[config.mk]
export PLATFORM = sky130hd
export DESIGN_NAME = lsu_byte_engine
export DESIGN_NICKNAME = d
export VERILOG_FILES = /design/src/rtl/lsu_byte_engine.sv
export SDC_FILE = /design/constraint.sdc
export NUM_CORES = 1
export LEC_CHECK = 0
export BUFFER_PORTS_ARGS = -buffer_cell sky130_fd_sc_hd__buf_4
export CAP_MARGIN = 20
export CORE_MARGIN = 2
export CORE_UTILIZATION = 40
export DETAILED_ROUTE_END_ITERATION = 10
export GPL_TIMING_DRIVEN = 0
export PLACE_DENSITY_LB_ADDON = 0.15
export REMOVE_ABC_BUFFERS = 1
export SYNTH_ARGS = -nofsm -noshare
export SYNTH_HDL_FRONTEND = slang
export SYNTH_SLANG_ARGS = --single-unit
[constraint.sdc]
create_clock -name clk_in -period 6.9 [get_ports clk_in]
set_clock_uncertainty 0.1 [all_clocks]
set_input_delay 0.69 -clock clk_in [delete_from_list [all_inputs] [get_ports clk_in]]
set_output_delay 0.69 -clock clk_in [all_outputs]
set_load 0.02 [all_outputs]
[src/rtl/lsu_byte_engine.sv]
// lsu_byte_engine: splits LSB loads/stores into little-endian byte transactions and returns extended load data.
`ifndef LSU_OPS_DEFINED
`define LSU_OPS_DEFINED
`define OP_ENUM_TYPE [3:0]
`define LB 4'd0
`define LH 4'd1
`define LW 4'd2
`define LBU 4'd3
`define LHU 4'd4
`define SB 4'd5
`define SH 4'd6
`define SW 4'd7
`define READ_SIT 1'b0
`define WRITE_SIT 1'b1
`endif

module lsu_byte_engine #(
    parameter int ADDR_WIDTH = 32,
    parameter int DATA_WIDTH = 32
) (
    input  logic                    clk_in,
    input  logic                    rst_in,
    input  logic                    rdy_in,
    input  logic                    enable_from_lsb,
    input  logic                    read_write_flag_from_lsb,
    input  logic `OP_ENUM_TYPE      op_enum_from_lsb,
    input  logic [ADDR_WIDTH-1:0]   object_address_from_lsb,
    input  logic [DATA_WIDTH-1:0]   data_from_lsb,
    output logic                    busy_to_lsb,
    output logic                    end_to_lsb,
    output logic [DATA_WIDTH-1:0]   data_to_lsb,
    output logic                    enable_to_cdb,
    output logic [DATA_WIDTH-1:0]   result_to_cdb,
    input  logic                    roll_back_flag_from_rob,
    output logic                    mem_req,
    output logic                    mem_wr,
    output logic [ADDR_WIDTH-1:0]   mem_addr,
    output logic [7:0]              mem_wdata,
    input  logic                    mem_ack,
    input  logic [7:0]              mem_rdata
);
    typedef enum logic [1:0] {IDLE, REQ, DONE} state_t;
    state_t st;
    logic `OP_ENUM_TYPE op;
    logic [ADDR_WIDTH-1:0] base;
    logic [DATA_WIDTH-1:0] sdata, asm_q, asm_n, ext;
    logic rw, squash, load, kill, issue_load;
    logic [1:0] k, kn, last, last_in;

    assign busy_to_lsb = (st != IDLE) | enable_from_lsb;
    assign load = rw == `READ_SIT;
    assign issue_load = read_write_flag_from_lsb == `READ_SIT;
    assign kill = squash | (roll_back_flag_from_rob & load);
    assign kn = k + 2'd1;
    assign last_in = (op_enum_from_lsb == `LB || op_enum_from_lsb == `LBU || op_enum_from_lsb == `SB) ? 2'd0 :
                     (op_enum_from_lsb == `LH || op_enum_from_lsb == `LHU || op_enum_from_lsb == `SH) ? 2'd1 : 2'd3;

    always_comb begin
        asm_n = asm_q;
        asm_n[{k, 3'b000} +: 8] = mem_rdata;
        ext = (op == `LB)  ? {{(DATA_WIDTH-8){asm_n[7]}}, asm_n[7:0]} :
              (op == `LH)  ? {{(DATA_WIDTH-16){asm_n[15]}}, asm_n[15:0]} :
              (op == `LBU) ? {{(DATA_WIDTH-8){1'b0}}, asm_n[7:0]} :
              (op == `LHU) ? {{(DATA_WIDTH-16){1'b0}}, asm_n[15:0]} : asm_n;
    end

    always_ff @(posedge clk_in or negedge rst_in) begin
        if (!rst_in) begin
            st <= IDLE;
            op <= '0;
            base <= '0;
            sdata <= '0;
            asm_q <= '0;
            rw <= 1'b0;
            squash <= 1'b0;
            k <= '0;
            last <= '0;
            mem_req <= 1'b0;
            mem_wr <= 1'b0;
            mem_addr <= '0;
            mem_wdata <= '0;
            end_to_lsb <= 1'b0;
            enable_to_cdb <= 1'b0;
            data_to_lsb <= '0;
            result_to_cdb <= '0;
        end else if (rdy_in) begin
            end_to_lsb <= 1'b0;
            enable_to_cdb <= 1'b0;
            case (st)
                IDLE: if (enable_from_lsb && !(roll_back_flag_from_rob && issue_load)) begin
                    op <= op_enum_from_lsb;
                    base <= object_address_from_lsb;
                    sdata <= data_from_lsb;
                    rw <= read_write_flag_from_lsb;
                    last <= last_in;
                    k <= '0;
                    asm_q <= '0;
                    squash <= 1'b0;
                    mem_req <= 1'b1;
                    mem_wr <= read_write_flag_from_lsb == `WRITE_SIT;
                    mem_addr <= object_address_from_lsb;
                    mem_wdata <= data_from_lsb[7:0];
                    st <= REQ;
                end
                REQ: begin
                    if (roll_back_flag_from_rob && load) squash <= 1'b1;
                    if (mem_ack) begin
                        if (load) asm_q <= asm_n;
                        // a squashed load still waits out its pending byte, then drops silently
                        if (kill) begin
                            mem_req <= 1'b0;
                            squash <= 1'b0;
                            st <= IDLE;
                        end else if (k == last) begin
                            mem_req <= 1'b0;
                            end_to_lsb <= 1'b1;
                            st <= DONE;
                            if (load) begin
                                enable_to_cdb <= 1'b1;
                                data_to_lsb <= ext;
                                result_to_cdb <= ext;
                            end
                        end else begin
                            k <= kn;
                            mem_addr <= base + ADDR_WIDTH'(kn);
                            mem_wdata <= sdata[{kn, 3'b000} +: 8];
                        end
                    end
                end
                default: st <= IDLE;
            endcase
        end
    end
endmodule
; After elaboration in Yosys (flattened, before gate mapping)
; Cells that the tools add are included.
[word_totals]
regBits = 183
word_cells = 113
output_inout_bits = 109
inputBits = 83
[op_classes]
n_shift = 3
muxes = 50
reduce_logical = 20
bitwise = 6
n_addsub = 3
eq_ne = 16
[op_table]
columns = operator, count
row1 = $mux 32, 11
row2 = $pmux 32 s2, 2
row3 = $add 32x2->32, 1
row4 = $bwmux 32, 1
row5 = $mux 8, 4
row6 = $shift 8x7->32 const A, 1
row7 = $shiftx 32x6->8, 1
row8 = $shiftx 8x7->32, 1
row9 = $mux 2, 10
row10 = $mux 1, 17
row11 = $eq 4x3->1 const B, 4
row12 = $pmux 8 s2, 1
row13 = $reduce_and 6->1, 2
row14 = $ne 2x2->1 const B, 5
row15 = $reduce_and 5->1, 2
row16 = $eq 4x1->1 const B, 2
row17 = $eq 4x2->1 const B, 2
row18 = $logic_not 4->1, 2
row19 = $pmux 2 s2, 2
row20 = $neg 5->7, 1
row21 = $reduce_and 3->1, 2
row22 = $logic_or 1x1->1, 4
row23 = $pmux 1 s2, 2
row24 = $reduce_and 4->1, 1
row25 = other kinds (11), 17

; Depth between registers and ports, before layout
; Gate-level depths: netlist (run 1).
[logic_depth]
word_depth = 7
ltp_mapped = 11
ltp_nobuf = 8

; Worst setup path after synthesis (run 1)
; No wires, ideal clock.
[synth_timing]
path_type = register -> register
from = register k[0]
to = register mem_addr[11]
setup_slack_ns = 4.204
stages_incl_launch_ff = 12
path_buffers = 3
t_required_ns = 6.666
arrival_ns = 2.462
setup_time_ns = 0.134
period_less_slack_ns = 2.696
path_cell_list = dfrtp_1 > buf_2 > inv_1 > ha_1 > ha_1 > a21oi_1 > or3_1 > buf_2 > buf_2 > o211a_1 > a211oi_1 > o21ai_0
[synth_via]
elab_chain_len = 6
elab_cells_between_ends = 9
classes_between = add/sub (2) / eq/ne (2) / mux (4) / reduce/logical (1)
[synth_lines]
columns = item, line_no
row1 = "start, declared", 48  ; logic [1:0] k, kn, last, last_in;
row2 = "start signal, assigned", 124  ; k <= kn;
row3 = $add 2x1->2, 54  ; assign kn = k + 2'd1;
row4 = $add 32x2->32, 125  ; mem_addr <= base + ADDR_WIDTH'(kn);
row5 = $mux 32, 114  ; end else if (k == last) begin
row6 = $mux 32, 110  ; if (kill) begin
row7 = $mux 32, 107  ; if (mem_ack) begin
row8 = $pmux 32 s2, 89  ; case (st)
row9 = "end signal, assigned", 101  ; mem_addr <= object_address_from_lsb;
row10 = "end signal, assigned", 125
row11 = "end, declared", 37  ; output logic [ADDR_WIDTH-1:0] mem_addr,
; Parallel ways exist; a longest one is shown, timed or not. The select of a mux whose other input is x is not followed.
; A chain may end at the register's enable or synchronous reset.

; Worst setup path after layout (run 1)
[layout_timing]
from = register k[0]
to = register mem_addr[26]
; Same word-level chain as after synthesis.

==> qor.log, run 1 <==
[sta] highest achievable clock rate 237 MHz
[clock_network] CTS tree yes
[flow_run] MaxCap Viol Count 0
[pwr] largest voltage drop on the vdd net 0.190 mV
[die] area of the core 0.0219 mm²
[global_route] pin count of the biggest net entering global routing 98
[clock_network] clk buf depth 2
[final_layout] total number of nets in the final design 1,169
[clock_network] total CTS buffers 17
[detailed_routing] number of vias per cell after detailed routing 5.22
[critical_path] endpoint type of the worst setup path register
[clock_network] Setup Buffers After CTS 0
[detailed_routing] DRC violation count after routing 0
[critical_path] startpoint types register
[synthesis] parity-gate share of the synthesized area counting xor and xnor cells 2.45%
[critical_path] classification of the worst setup path register to register
[status] outcome completed
[final_layout] ant diodes 0
[clock_network] CTS resizes 0
[synthesis] ys async rst share 100%
[sta] count of endpoints failing setup in the final report 0
[synthesis] cell types with the largest area share after synthesis dfrtp_1 (51%), nand2_1 (11%), a22o_1 (3.8%)
[placed_design] Post-DP HPWL 15,600 µm
[final_layout] Syn-to-layout area delta 23.6%
[die] effective utilization at floorplan 40.9%
[synthesis] adder-cell share of the synthesized area 1.20%
[clock_network] number of levels the H-tree was split into 4
[clock_network] hold buffers post-CTS 0
[synthesis] number of cells produced by synthesis 938
[global_route] antenna violations before repair 0
[detailed_routing] total number of vias 7,150
[synthesis] share of the synthesized area in the top cell type 51.2%
[die] placement row count 54
[synthesis] area fraction in compound gates after synthesis 15.1%
[placed_design] number of port buffers 191
[critical_path] Crit path arrival time 4420 ps
[sta] transition at the pin with the smallest max-transition slack 957 ps
[synthesis] Syn Std Cell Area 0.00895 mm²
[sta] Min Clock Period, post-route 4220 ps
[sta] Max Slew Vio Count 0
[synthesis] largest family of logic cells by synthesized area simple AND/OR/NAND/NOR gates
[global_route] GRT Resource Usage Total 19.6%
[clock_network] CTS Root Buffer Type clkbuf_16
[synthesis] Seq/Total Area, Yosys 51.2%
[critical_path] required time reported for the critical path endpoint 7110 ps
[min_path] classification of the worst-slack hold path input port to async pin
[global_route] first-pass GRT wire length 37,400 µm
[clock_network] clock net sink count 183
[global_route] vias in the first global route 6,960
[final_layout] fraction of layout cells with a size suffix above 1 24.2%
[detailed_routing] number of DRC violations after detailed-routing iteration 0 381
[synthesis] synthesized area per cell 9.54 µm²
[sta] period utilization 61.1%
[detailed_routing] number of search-and-repair iterations in the first detailed-routing pass 4
[synthesis] post-synthesis sequential element count 183
[synthesis] biggest area consumer among synthesized cells dfrtp_1
[placed_design] placer congestion estimate 0.763
[synthesis] number of distinct library cells after synthesis 57
[die] area enclosed by the die boundary 0.0236 mm²
[pwr] power density of the placed cells 443 mW/mm²
[die] die height 154 µm
[die] chip width 154 µm
[synthesis] synthesized-area fraction occupied by and/or/nand/nor cells 20.5%
[sta] unrepaired setup endpoints after global routing false
[detailed_routing] post-detailed-route wirelength per cell 16.5 µm
[pwr] leakage 0.00542 µW
[pwr] Design Power 4900 µW
[die] num ports 192
[synthesis] number of enable flip-flop cells after synthesis 0
[synthesis] Top FF cell, synth dfrtp_1
[synthesis] mux contribution to synthesized area 3.93%
[detailed_routing] Total Routed Length 22,600 µm
[sta] final setup TNS 0 ps
[synthesis] Warnings, synthesis 0
[clock_network] Worst-Skew Late Latency 430 ps
[critical_path] crit-path max FO 17
[global_route] total gr overflow 0
[detailed_routing] remaining number of nets flagged by the antenna check after routing 0
[sta] final hold violation count 0
[synthesis] count leader, synth nand2_1
[clock_network] clock slew at the register clock pins of the worst setup and hold paths 70 ps
[sta] Max-slew headroom 36.2%
[synthesis] commonest cells in the netlist nand2_1 (260), dfrtp_1 (183), o21ai_0 (52)
-- through the flow --
stage	util, %	area [µm²]	setup WS [ps]	cells	hold slack (ps)
floorplan	-	8490	-284	855	294
global placement	46.9	10300	-5400	1326	351
detailed placement	47.7	10400	2600	1338	358
CTS	50.5	11000	2590	1370	194
global route	50.5	11100	2210	1371	204
finish	50.5	11100	2680	1371	174
-- worst paths after layout --
kind	from	slack [ps]	cells after the start	endpoint
setup / recovery	k[0]	2680	8	mem_addr[26]
min in group clk_in	data_from_lsb[16]	340	3	sdata[16]
max in group asynchronous	rst_in	5610	2	mem_wdata[5]
setup reg to reg	k[0]	2680	8	mem_addr[26]
hold reg to reg	asm_q[11]	370	2	asm_q[11]
hold / removal	rst_in	170	1	st[0]
-- logic make-up (layout without fill, tap and decap cells) --
family / count (synthesis) / count (layout)
mux: 25 / 25
fa+ha+maj: 8 / 8
buf+inv: 95 / 248
simple gates: 410 / 410
xor+xnor: 25 / 25
compound gates: 192 / 192
flops: 183 / 183
-- routing by layer --
layer,share of wire [%],global-route usage (%),vias up
li1,-,-,3503
met1,46,26.9,3444
met2,47,31.6,186
met3,5.7,4.85,17
met4,1.3,4.59,0
met5,0,0,-
-- power by group --
group          leakage [µW]  switching, µW  internal (µW)
Sequential          0.00236            356           1490
Clock              0.000299            465            561
Combinational       0.00277           1170            866
Total               0.00542           1990           2910
-- worst max-delay path, cell delays in order (launching register included) --
cell	delay, ps
dfrtp_1	970
inv_1	300
ha_1	920
fa_1	390
nand4_1	220
nor4_1	660
nand4_1	200
xor2_1	230
o211ai_2	90
-- registers in the layout, summed over array words and instances, names as in the netlist, 2 cells and up --
register       flops
mem_addr          32
mem_wdata          8
last               2
op                 4
st                 2
result_to_cdb     32
sdata             32
k                  2
asm_q             32
base              32
-- area by class of cell --
type	count	area [µm²]
fillers	2116	10800
flip-flops and latches	183	4580
multi-input cells	660	3880
repair buffers	204	1590
clock buffers	18	439
well taps	280	350
clock inverters	14	171
inverters	12	45.0
-- cells in the final DEF, fill, tap and decap left out, drive strengths merged, types with 2 or more instances in the layout --
cell	netlist	routed
o211ai	13	13
a22o	39	39
clkbuf	33	18
nor4	13	13
nor4b	2	2
nand4	9	9
o22a	8	8
o31ai	13	13
a31oi	4	4
xnor2	15	15
xor2	10	10
a211oi	2	2
nor2	44	44
a311oi	4	4
nor3	11	11
nand3	13	13
o31a	2	2
dfrtp	183	183
mux2i	16	16
and4	4	4
nor2b	29	29
mux4	8	8
a21oi	31	31
buf	50	204
nand2	260	260
a221oi	7	7
bufinv	0	2
a21o	6	6
nand2b	5	5
o21ai	58	58
ha	7	7
or3	7	7
and3	7	7
inv	12	22
Power figures use the tool's default switching activity.
==> run 2, diff against run 1 <==
--- a/config.mk
+++ b/config.mk
@@ -5,6 +5,7 @@
 export SDC_FILE = /design/constraint.sdc
 export NUM_CORES = 1
 export LEC_CHECK = 0
+export ABC_AREA = 1
 export BUFFER_PORTS_ARGS = -buffer_cell sky130_fd_sc_hd__buf_4
 export CAP_MARGIN = 20
 export CORE_MARGIN = 2
==> constraint.sdc (replaced) <==
create_clock -name clk_in -period 3.4 [get_ports clk_in]
set_clock_uncertainty 0.1 [all_clocks]
set_input_delay 0.34 -clock clk_in [delete_from_list [all_inputs] [get_ports clk_in]]
set_output_delay 0.34 -clock clk_in [all_outputs]
set_load 0.02 [all_outputs]
==> run 2 against run 1 <==
Synthesized cell count rose by 45%. Sequential share of layout area fell by 4.3 points. First-iteration DRC count rose by 51%. Sequential power rose by 110%. Non-clock buffer count rose by 20. Die area rose by 11%. Combinational power rose to 2.9 times the previous value. Count of clock-buffer cells in the layout rose by 1. Worst hold slack got worse by 160 ps. Total power rose by 140%. Critical endpoint is now mem_addr[24]. Highest routed layer unchanged.
==> qor.log, run 2 <==
[detailed_routing] number of search-and-repair iterations in the first detailed-routing pass 7
[critical_path] Top cell by count, worst path nand2_1
[final_layout] sequential standard cell area 0.00458 mm²
[placed_design] Placed Cells 1,796
[global_route] first-pass GRT wire length 43,400 µm
[clock_network] number of levels the H-tree was split into 4
[synthesis] Top FF cell, synth dfrtp_1
[clock_network] CTS Root Buffer Type clkbuf_16
[clock_network] total CTS buffers 17
[critical_path] CP delay by family, top adder cells
[die] die height 162 µm
[sta] transition at the pin with the smallest max-transition slack 978 ps
[sta] final setup TNS 0 ps
[global_route] antenna violations before repair 0
[sta] Min Clock Period, post-route 2980 ps
[die] placement row count 57
[critical_path] required time reported for the critical path endpoint 3630 ps
[die] area enclosed by the die boundary 0.0261 mm²
[pwr] cell-internal power 6570 µW
[synthesis] number of distinct library cells after synthesis 39
[final_layout] share of the core filled with cells 50.6%
[critical_path] endpoint type of the worst setup path register
[clock_network] clock slew at the register clock pins of the worst setup and hold paths 80 ps
[die] area of the core 0.0244 mm²
[final_layout] most used cells in the layout excluding fill and tap cells nand2_1 (628), buf_4 (190), dfrtp_1 (183)
[pwr] largest voltage drop on the vdd net 0.588 mV
[global_route] vias in the first global route 8,449
[detailed_routing] number of DRC violations after detailed-routing iteration 0 575
[synthesis] number of enable flip-flop cells after synthesis 0
[flow_run] MaxCap Viol Count 0
[sta] final hold violation count 0
[sta] count of endpoints failing setup in the final report 0
[detailed_routing] DRC violation count after routing 0
[final_layout] total number of nets in the final design 1,608
[final_layout] Post-Layout Cell Count 1,853
[synthesis] share of the synthesized area in the top cell type 46.0%
[detailed_routing] number of vias per cell after detailed routing 4.82
[clock_network] Worst-Skew Late Latency 430 ps
[sta] period utilization 87.7%
[global_route] total gr overflow 0
[min_path] classification of the worst-slack hold path input port to register
[synthesis] synthesized area per cell 7.30 µm²
[die] num ports 192
[synthesis] Syn Std Cell Area 0.00994 mm²
[synthesis] Seq/Total Area, Yosys 46.0%
[pwr] Clk network pwr share 18.9%
[synthesis] Warnings, synthesis 0
[pwr] part of the power in combinational logic 49.3%
[detailed_routing] total number of vias 8,932
[die] effective utilization at floorplan 40.8%
[synthesis] biggest area consumer among synthesized cells dfrtp_1
[pwr] power density of the placed cells 969 mW/mm²
[synthesis] post-synthesis sequential element count 183
[clock_network] CTS tree yes
[critical_path] startpoint types register
[pwr] leakage 0.00613 µW
[critical_path] Crit path arrival time 3210 ps
[synthesis] ys async rst share 100%
[critical_path] classification of the worst setup path register to register
[placed_design] number of port buffers 191
[critical_path] critical-path cell with the highest stage delay dfrtp_1
[global_route] GRT Resource Usage Total 20.6%
[clock_network] clock net sink count 183
[global_route] pin count of the biggest net entering global routing 99
[sta] Max Slew Vio Count 0
[placed_design] Post-DP HPWL 17,800 µm
[pwr] power dissipated by switching net loads 5380 µW
[sta] worst slack on hold paths 15.5 ps
[critical_path] crit-path max FO 24
[synthesis] commonest cells in the netlist nand2_1 (630), dfrtp_1 (183), nor2_1 (118)
[final_layout] ant diodes 0
[critical_path] critical path, cell by cell buf_16 -> inv_4 -> ha_4 -> fa_1 -> nand3_1 -> inv_1 -> nand2_1 -> inv_1 -> nand3b_1 -> nand3_1 -> nand2_1 -> nand2_1
[synthesis] cell types with the largest area share after synthesis dfrtp_1 (46%), nand2_1 (24%), nor2_1 (4.5%)
[placed_design] placer congestion estimate 0.862
[die] chip width 162 µm
[detailed_routing] remaining number of nets flagged by the antenna check after routing 0
[final_layout] Filler Cell Count 2,471
[final_layout] most common cell after layout, fill and taps aside nand2_1
[clock_network] clk buf depth 2
[critical_path] biggest cell delay along the critical path 530 ps
[final_layout] Syn-to-layout area delta 24.0%
[status] outcome completed
[pwr] power share of the sequential group 31.8%
[synthesis] number of cells produced by synthesis 1,363
[sta] unrepaired setup endpoints after global routing false
[detailed_routing] Total Routed Length 26,400 µm
[detailed_routing] post-detailed-route wirelength per cell 14.2 µm
[final_layout] fraction of layout cells with a size suffix above 1 18.2%
[final_layout] area taken by multi-input logic gates 0.00452 mm²
[sta] Max-slew headroom 34.7%
[pwr] switching power as a share of total power 45.0%
[critical_path] number of buffers and inverters on the critical path 4
[synthesis] count leader, synth nand2_1
[sta] highest achievable clock rate 335 MHz
==> run 2: cell count changes after synthesis, sizes merged, moves of 26 or more <==
cell,delta
a22o,-39
nor2b,-29
o21ai,+44
nand2,+373
nand3,+56
buf,+26
nor2,+78
inv,+66
==> run 2: path summary, 6_finish.rpt <==
| check | start | end | slack, ps | cells after the start |
|---|---|---|---|---|
| max | k[0] | mem_addr[24] | 420 | 12 |
| min | object_address_from_lsb[19] | base[19] | 20 | 3 |
| max reg2reg | k[0] | mem_addr[24] | 420 | 12 |
| min reg2reg | sdata[26] | sdata[26] | 380 | 2 |
| max in group asynchronous | rst_in | mem_addr[15] | 1900 | 3 |
| min in group asynchronous | rst_in | result_to_cdb[5] | 400 | 2 |
==> run 2: layout make-up <==
cell class,instances,share of cell area (%)
Clock inverter,12,1.71
Tap cell,324,3.29
Sequential cell,183,37.1
Clock buffer,19,3.67
Multi-Input combinational cell,1011,36.6
Timing Repair Buffer,224,15.1
Inverter,80,2.50
==> run 2: stage by stage <==
stage          total power [µW]  area, µm²  worst slack (ps)
6_report                  11900      12300               418
5_1_grt                   12900      12300               209
4_1_cts                   12100      12300               123
3_5_place_dp               9720      11400             -1280
3_3_place_gp               9490      11200             -2070
2_1_floorplan              7340       9380              -125
==> run 2: logic make-up after synthesis <==
group                      after synthesis  synth area share, %
xor gates and xnor gates                 6                0.604
DFF                                    183                 46.0
adders and majority gates                8                 1.08
and+or+nand+nor                        852                 34.9
buffers and inverters                  169                 8.77
AOI/OAI and AO/OA                      145                 8.63
==> run 2: metal layers <==
layer  global-route usage [%]  vias up  routed length [µm]
li1                         -     4553                   -
met1                     27.1     4136               11800
met2                     35.7      218               13000
met3                     3.06       25                1200
met4                     5.67        0                 431
met5                        0        -                   0
==> run 2: power by group through the flow <==
stage          registers [µW]  logic [µW]  clock network [µW]
3_5_place_dp             3840        5880                   0
4_1_cts                  3810        5980                2310
2_1_floorplan            4440        2900                   0
3_3_place_gp             3850        5640                   0
6_report                 3800        5890                2260
5_1_grt                  3930        6580                2390
==> run 2: worst min-delay path, stage by stage <==
cell,delay (ps)
buf_4,80
nand2_1,40
nand2_1,50
==> run 2: repair_timing <==
action | CTS | global route
hold endpoints to repair | 108 | 1
endpoints found under the setup margin | 103 | 17
pin swaps | 1 | 0
hold buffers | 24 | 1
gates resized for setup | 4 | 1
buffers inserted | 1 | 0
==> run 3, diff against run 2 <==
--- a/config.mk
+++ b/config.mk
@@ -13,7 +13,6 @@
 export DETAILED_ROUTE_END_ITERATION = 10
 export GPL_TIMING_DRIVEN = 0
 export PLACE_DENSITY_LB_ADDON = 0.15
-export REMOVE_ABC_BUFFERS = 1
 export SYNTH_ARGS = -nofsm -noshare
 export SYNTH_HDL_FRONTEND = slang
 export SYNTH_SLANG_ARGS = --single-unit
==> run 3 against run 2 <==
Via count up 6.0%. Sequential power about the same. Critical endpoint is now mem_addr[16]. Combinational power up 9.5%. Clock power down 13%. Utilization up 1.6 points. Worst setup slack worse by 230 ps. Register-to-register slack worse by 230 ps. Non-clock buffer count up 89. Sequential cell count unchanged. Count of clock-buffer cells in the layout unchanged.
==> qor.log, run 3 (synthesis results as in run 2) <==
[status] outcome completed
[die] placement row count 57
[clock_network] CTS tree yes
[sta] period utilization 94.3%
[synthesis] Synthesized Nets 1,454
[die] area enclosed by the die boundary 0.0261 mm²
[critical_path] endpoint type of the worst setup path register
[final_layout] most common cell after layout, fill and taps aside nand2_1
[final_layout] ant diodes 0
[global_route] vias in the first global route 9,059
[clock_network] clock net sink count 183
[sta] final setup TNS 0 ps
[sta] Max Slew Vio Count 0
[sta] final hold violation count 0
[placed_design] Post-DP HPWL 22,300 µm
[critical_path] required time reported for the critical path endpoint 3630 ps
[global_route] first-pass GRT wire length 48,100 µm
[detailed_routing] total number of vias 9,469
[critical_path] classification of the worst setup path register to register
[critical_path] Crit path arrival time 3440 ps
[critical_path] biggest cell delay along the critical path 480 ps
[critical_path] critical-path cell with the highest stage delay fa_1
[sta] Max-slew headroom 50.5%
[sta] Min Clock Period, post-route 3210 ps
[clock_network] number of levels the H-tree was split into 4
[detailed_routing] remaining number of nets flagged by the antenna check after routing 0
[global_route] antenna violations before repair 1
[placed_design] placer congestion estimate 0.907
[pwr] leakage 0.00640 µW
[detailed_routing] post-detailed-route wirelength per cell 15.5 µm
[die] chip width 162 µm
[placed_design] Post-Place Cell Area 0.0118 mm²
[die] effective utilization at floorplan 40.8%
[sta] transition at the pin with the smallest max-transition slack 743 ps
[clock_network] Setup Buffers After CTS 0
[detailed_routing] Total Routed Length 30,000 µm
[clock_network] Worst-Skew Late Latency 440 ps
[critical_path] RR Startpoint k[0]
[final_layout] Syn-to-layout area delta 28.0%
[min_path] worst hold start data_from_lsb[16]
[final_layout] share of the core filled with cells 52.2%
[critical_path] endpoint of the lowest-slack register-to-register path mem_addr[16]
[critical_path] number of cells on the worst reg-to-reg path 13
[critical_path] crit-path max FO 13
[final_layout] fraction of layout cells with a size suffix above 1 21.4%
[global_route] total gr overflow 0
[sta] highest achievable clock rate 312 MHz
[detailed_routing] DRC violation count after routing 0
[die] die height 162 µm
[detailed_routing] number of search-and-repair iterations in the first detailed-routing pass 5
[final_layout] most used cells in the layout excluding fill and tap cells nand2_1 (630), buf_4 (231), dfrtp_1 (183)
[min_path] Worst Hold End sdata[16]
[clock_network] clk buf depth 2
[critical_path] Top cell by count, worst path nand2_1
[placed_design] number of port buffers 191
[min_path] cell depth of the worst hold path 3
[pwr] power density of the placed cells 960 mW/mm²
[flow_run] MaxCap Viol Count 0
[final_layout] design area 0.0127 mm²
[clock_network] total CTS buffers 17
[clock_network] CTS Root Buffer Type clkbuf_16
[sta] unrepaired setup endpoints after global routing false
[global_route] GRT Resource Usage Total 23.4%
[clock_network] clock slew at the register clock pins of the worst setup and hold paths 80 ps
[sta] count of endpoints failing setup in the final report 0
[critical_path] critical path, cell by cell buf_6 -> clkinvlp_4 -> buf_2 -> ha_2 -> fa_1 -> nand3_1 -> inv_1 -> nand2_1 -> inv_1 -> nand4_1 -> nand3_1 -> nand2_1 -> nand2_1
[detailed_routing] number of vias per cell after detailed routing 4.87
[critical_path] worst reg2reg setup slack 190 ps
[final_layout] total number of nets in the final design 1,697
[min_path] classification of the worst-slack hold path input port to register
[critical_path] startpoint types register
[die] num ports 192
[global_route] pin count of the biggest net entering global routing 97
[detailed_routing] number of DRC violations after detailed-routing iteration 0 537
[die] area of the core 0.0244 mm²
[pwr] largest voltage drop on the vdd net 0.384 mV
-- run 3: repair_timing --
action                                 in CTS  in global routing
hold buffers                               32                  0
endpoints found under the hold margin     126                  0
gates resized for setup                     1                  2
setup endpoints to repair                   1                 18
-- run 3: worst max-delay path: cells and delay by family, from the launching register on --
family                     cells  cell delay (ps)
DFF                            1              410
adders and majority gates      2              880
and+or+nand+nor                6              760
buffers and inverters          5              930
-- run 3: layout make-up --
| cell class | count | area, µm² |
|---|---|---|
| Clock inverter | 13 | 133 |
| Multi-Input combinational cell | 1011 | 4500 |
| Fill cell | 2462 | 11700 |
| Tap cell | 324 | 405 |
| Inverter | 80 | 307 |
| Sequential cell | 183 | 4580 |
| Clock buffer | 19 | 443 |
| Timing Repair Buffer | 224 | 1790 |
| Buffer | 89 | 569 |
-- run 3: worst max path at each step --
stage | from | to | slack (ps) | cells past startpoint
global placement | k[0] | result_to_cdb[24] | 30 | 12
detailed placement | k[0] | result_to_cdb[24] | 30 | 12
floorplan | k[0] | mem_addr[8] | 770 | 12
finish | k[0] | mem_addr[16] | 190 | 13
global route | k[0] | mem_addr[16] | 40 | 12
CTS | k[0] | mem_addr[29] | 7 | 14
-- run 3: stage by stage --
| stage | hold WS (ps) | total power (µW) | setup WS (ps) | std cells |
|---|---|---|---|---|
| 5_1_grt | 15.3 | 13200 | 44.5 | 1943 |
| 2_1_floorplan | -55.6 | 7850 | 765 | 1363 |
| 4_1_cts | 1.05 | 12300 | 7.49 | 1943 |
| 3_5_place_dp | 330 | 10200 | 26.3 | 1879 |
| 6_report | 9.18 | 12200 | 193 | 1943 |
| 3_3_place_gp | 363 | 10100 | 33.9 | 1878 |
-- run 3: routing by layer --
| metal | part of all wire [%] | up-vias | routed length, µm | GRT usage, % |
|---|---|---|---|---|
| met5 | 0.043 | - | 13 | 0 |
| met4 | 2.2 | 2 | 671 | 7.60 |
| met3 | 5.8 | 43 | 1750 | 3.37 |
| met2 | 46 | 322 | 13700 | 38.0 |
| met1 | 46 | 4366 | 13900 | 32.5 |
| li1 | - | 4736 | - | - |
-- run 3: report_power, final --
part | internal (µW) | total [µW] | switching, µW
clock network | 997 | 1970 | 975
registers | 3080 | 3800 | 717
logic | 2400 | 6450 | 4060
